File: src/rtl/mux_16.sv
// 16:1 bit-picker: Y = X[sel] combinationally, plus a flopped copy Y_q/sel_q captured when en is high.
// Latency: Y 0 cycles, Y_q/sel_q 1 cycle; no backpressure, en=0 simply holds the registers.
// Optional MUX16_CHG_EN adds registered chg, a one-cycle pulse when a capture changes Y_q.
module mux_16 #(
    parameter int N     = 16,
    parameter int SEL_W = 4
) (
    input  logic             clk,
    input  logic             rst_n,
    input  logic [N-1:0]     X,
    input  logic [SEL_W-1:0] sel,
    input  logic             en,
    output logic             Y,
    output logic             Y_q,
`ifdef MUX16_CHG_EN
    output logic             chg,
`endif
    output logic [SEL_W-1:0] sel_q
);

    logic             y_cap_q;
    logic             y_cap_d;
    logic [SEL_W-1:0] sel_cap_q;
    logic [SEL_W-1:0] sel_cap_d;

    // Every sel code is a legal index, so there is no out-of-range case.
    assign Y = X[sel];

    always_comb begin
        y_cap_d   = y_cap_q;
        sel_cap_d = sel_cap_q;
        if (en) begin
            y_cap_d   = Y;
            sel_cap_d = sel;
        end
    end

    always_ff @(posedge clk or negedge rst_n) begin
        if (!rst_n) begin
            y_cap_q   <= 1'b0;
            sel_cap_q <= '0;
        end else begin
            y_cap_q   <= y_cap_d;
            sel_cap_q <= sel_cap_d;
        end
    end

    assign Y_q   = y_cap_q;
    assign sel_q = sel_cap_q;

`ifdef MUX16_CHG_EN
    logic chg_q;
    logic chg_d;

    // Compared against the pre-edge Y_q so the pulse lines up with the new Y_q value.
    always_comb begin
        chg_d = 1'b0;
        if (en) begin
            chg_d = (Y != y_cap_q);
        end
    end

    always_ff @(posedge clk or negedge rst_n) begin
        if (!rst_n) begin
            chg_q <= 1'b0;
        end else begin
            chg_q <= chg_d;
        end
    end

    assign chg = chg_q;
`endif

endmodule

File: config.mk
export PLATFORM = sky130hd
export DESIGN_NAME = mux_16
export DESIGN_NICKNAME = d
export VERILOG_FILES = /design/src/rtl/mux_16.sv
export SDC_FILE = /design/constraint.sdc
export NUM_CORES = 1
export LEC_CHECK = 0
export CORE_AREA = 5 5 42 44
export DETAILED_ROUTE_END_ITERATION = 16
export DIE_AREA = 0 0 47 49
export GPL_TIMING_DRIVEN = 1
export PLACE_DENSITY = 0.76
export SYNTH_ARGS = -nofsm -noshare
export SYNTH_HDL_FRONTEND = slang
export SYNTH_SLANG_ARGS = --single-unit
export TNS_END_PERCENT = 100
File: constraint.sdc
create_clock -name clk -period 2.7 [get_ports clk]
set_input_delay 0.405 -clock clk [delete_from_list [all_inputs] [get_ports clk]]
set_output_delay 0.405 -clock clk [all_outputs]
set_load 0.005 [all_outputs]
# Word-level counts from Yosys, hierarchy flattened
# Index checks and enable logic that the tools add are counted.
dict set report word_totals {
  input_bits 23
  register_bits 5
  elab_cells 5
}
dict set report classes {
  magnitude_cmp 1
  mux 2
}
# cell n
set op_table {}
lappend op_table {{less-than comparator 4 x 5 -> 1 bit (second input constant)} 1}
lappend op_table {{binary-select mux 1 bit (select 4 bit)} 1}
lappend op_table {{two-way mux 1 bit} 1}

# Logic depth before layout (Yosys ltp)
dict set report logic_depth {
  word_depth 2
  ltp_mapped 3
  ltp_nobuf 3
}

# Least setup slack after synthesis
# OpenSTA, ideal clock, no wires.
dict set report synth_path {
  kind {input to output}
  startpoint {input port sel[3]}
  endpoint {output port Y}
  cell_stages 3
  path_slack_ns 1.059
  t_required_ns 2.295
  path_buffers 0
  arrival_ns 1.236
  path_cell_list {mux4_1 mux2i_1 a21oi_1}
}
dict set report synth_via {
  elab_chain_cells 2
}
# item line
set synth_lines {}
lappend synth_lines {{start: declaration} 11} ;# input logic [SEL_W-1:0] sel,
lappend synth_lines {{binary-select mux 1 bit (select 4 bit)} 27} ;# assign Y = X[sel];
lappend synth_lines {{two-way mux 1 bit (implied by the code)} 27}
lappend synth_lines {{end: declaration} 13} ;# output logic Y,
# No other way between the ends. The select of a mux whose other input is x is not followed.

# Worst setup path after layout
# Same ends and word-level chain as after synthesis.

==> run_results.csv <==
group,metric,value,unit
synth,ys_ff_latch,5,
clock_network,cts_tree,"built",
run,cap_violations,0,
worst_setup_path,path_common_cell,"clkdlybuf4s50_1",
synth,netlist_area,344,sq um
power,comb_power_share,37.1,%
worst_setup_path,cp-start-kind,"primary input",
synth,yosys-top-cells-area,"dfrtp_1 (36%), mux4_1 (31%), mux2_2 (13%), a221oi_2 (4.4%), o22ai_2 (3.6%)",
worst_setup_path,reg2regPathDepth,1,
detailed_routing,vias,341,
timing,fin_ws,0.0796,ns
worst_setup_path,critPathSlowestCell,"mux4_1",
placement,portBuffers,28,
clock_network,cts_buffers,3,
timing,fmax,0.382,GHz
worst_setup_path,worstPathCellList,"clkdlybuf4s50_1, mux4_1, mux2i_2, a21oi_1, clkdlybuf4s50_1",
detailed_routing,routed_via_density,4.61,
cells_and_area,post-route-cell-area,707,sq um
status,status,"finished clean",
synth,ys_warn_count,0,
synth,yosys_most_used_dff,"dfrtp_1",
synth,synthTopCellsByCount,"dfrtp_1 (5), mux2_2 (4), mux4_1 (4)",
clock_network,max-clock-path-buffers,2,
detailed_routing,antenna_left,0,
power,seq_power_share,32.2,%
floorplanning,die_h,49,um
synth,syn_avg_cell_area,15.6,sq um
placement,placed_cell_area,671,sq um
worst_setup_path,r2r_slack,1.95,ns
cells_and_area,area_delta_synth_final,105,%
timing,fin_crit,2.62,ns
clock_network,cts.sinks,5,
global_route,grt_pass1_wl,1620,um
worst_setup_path,required,2.30,ns
placement,finalWeightedCongestion,0.712,
power,swShare,21.8,%
detailed_routing,drc_errors,0,
timing,rsz0062_at_grt,"false",
worst_setup_path,critPathMaxStageDelay,0.57,ns
timing,finalMaxSlewViolations,0,
worst_setup_path,arrival,2.22,ns
synth,netlist.area_leader.share,36.4,%
synth,synth_nets,45,
detailed_routing,routed_wl,1070,um
detailed_routing,drtIter0Drc,3,
detailed_routing,post_drt_wl_per_cell,14.5,um
floorplanning,die_w,47,um
placement,place_ws,-0.0304,ns
power,p_leak,0.288,nW
timing,setup_violations,0,
global_route,track_usage,9.88,%
clock_network,root_buffer,"clkbuf_4",
synth,yosysSeqAreaShare,36.4,%
power,switching_power,59.1,uW
timing,slew_headroom,81.7,%
floorplanning,coreArea,1400,sq um
global_route,grt_max_degree,8,
clock_network,cts-htree-levels,1,
cells_and_area,drive_gt1_share,27.6,%
worst_setup_path,crit_type,"primary input to primary output",
timing,finalCritPeriodShare,97.1,%
clock_network,cts.reportedPaths.clkPinSlew,0.04,ns
worst_hold_path,hp-class,"primary input to asynchronous set/reset pin",
detailed_routing,dr.pass1.iters,3,
power,p_clk_share,30.7,%
floorplanning,design.die.area,2300,sq um
worst_setup_path,r2r-start,"sel_q[2]",
placement,dp_hpwl,925,um
worst_setup_path,worstPathMaxFanout,2,
cells_and_area,antenna_cells,0,
synth,ys_types,12,
synth,synthArstFlopShare,100,%
timing,final.setup.tns,0,ns
floorplanning,initial_core_util,24.6,%
floorplanning,pin_count,29,
worst_setup_path,r2r-end,"sel_q[2]",
synth,yosysTopAreaCell,"dfrtp_1",
power,finalPower,271,uW
cells_and_area,nets,82,
synth,synth.most_common_cell,"dfrtp_1",
power,p_per_area,384,nW/um^2
power,p_int,212,uW
cells_and_area,nFillCells,136,
worst_setup_path,cp-end-kind,"primary output",
worst_setup_path,startpoint,"sel[3]",
worst_setup_path,cp-endpoint,"Y",
clock_network,clk_latency,0.23,ns
timing,clock-skew-final,0,ns
synth,synth_edf_count,0,
global_route,overflow,0,
power,ir_drop,0.195,mV
timing,worst_pin_slew,0.273,ns
timing,hold_violations,0,
synth,postSynthCellCount,22,
clock_network,cts_hold_buf,0,
floorplanning,row_count,14,
global_route,antenna_found_initial,0,
global_route,grt_pass1_vias,368,
==> state kept, by name, indices dropped and copies added, names as in the netlist <==
signal,count
Y_q,1
sel_q,4
==> cell usage in the layout (no fill, tap or decap), drive strengths merged <==
cell type / count
a21oi: 1
a221oi: 1
and2: 1
buf: 5
clkbuf: 4
clkdlybuf4s50: 27
dfrtp: 5
dlygate4sd2: 1
mux2: 4
mux2i: 1
mux4: 4
nand2b: 1
nor2: 1
o22ai: 1
or2: 1
==> metal layers <==
layer  wire, um  GRT usage (%)  up-vias
met3         65           2.21        0
li1           -              -      165
met2        620           17.2        9
met5          0              0        -
met4          0           5.53        0
met1        384           10.2      167
==> timing repair <==
action,CTS,global route
resized for setup,1,1
endpoints found under the hold margin,0,0
setup endpoints to repair,1,1
setup buffers,0,1
==> critical path, delay by kind of cell <==
family | cells | cell delay (ns)
buf+inv | 2 | 0.94
compound gates | 1 | 0.10
mux | 2 | 0.77
==> metrics by stage <==
stage	instances	util, %	hold slack, ns
CTS	73	49.6	0.378
global placement	69	47.9	0.492
detailed placement	69	47.9	0.497
global route	74	50.4	0.388
floorplan	22	-	0.109
finish	74	50.4	0.385
==> worst min path at each step <==
stage                     cells after the start      from        to
after detailed placement                      1  sel_q[1]  sel_q[1]
after global routing                          1     rst_n  sel_q[0]
final                                         1     rst_n  sel_q[1]
after CTS                                     1     rst_n  sel_q[1]
after floorplan                               0     rst_n       Y_q
after global placement                        1  sel_q[0]  sel_q[0]
==> kinds of logic after synthesis <==
family                 after synthesis  synth area share (%)
AND/OR/NAND/NOR                      4                  6.55
AO/OA/AOI/OAI                        3                  9.45
buffers and inverters                1                  1.09
flip-flops                           5                  36.4
multiplexers                         9                  46.5
==> power groups by stage <==
stage | Clock, mW | Combinational (mW) | Sequential [mW]
3_3_place_gp | 0 | 0.0961 | 0.0887
6_report | 0.0833 | 0.101 | 0.0874
4_1_cts | 0.0900 | 0.0975 | 0.0875
3_5_place_dp | 0 | 0.0978 | 0.0885
2_1_floorplan | 0 | 0.0291 | 0.0894
5_1_grt | 0.0944 | 0.107 | 0.0884
==> area by class of cell <==
| class | count | area (sq um) | area share [%] |
|---|---|---|---|
| clock buffer | 4 | 26.3 | 3.72 |
| multi-input combinational | 16 | 219 | 31.0 |
| timing repair buffer | 33 | 317 | 44.8 |
| tap | 16 | 20.0 | 2.83 |
| sequential | 5 | 125 | 17.7 |
Note: power is estimated with default switching activity, not from simulation.
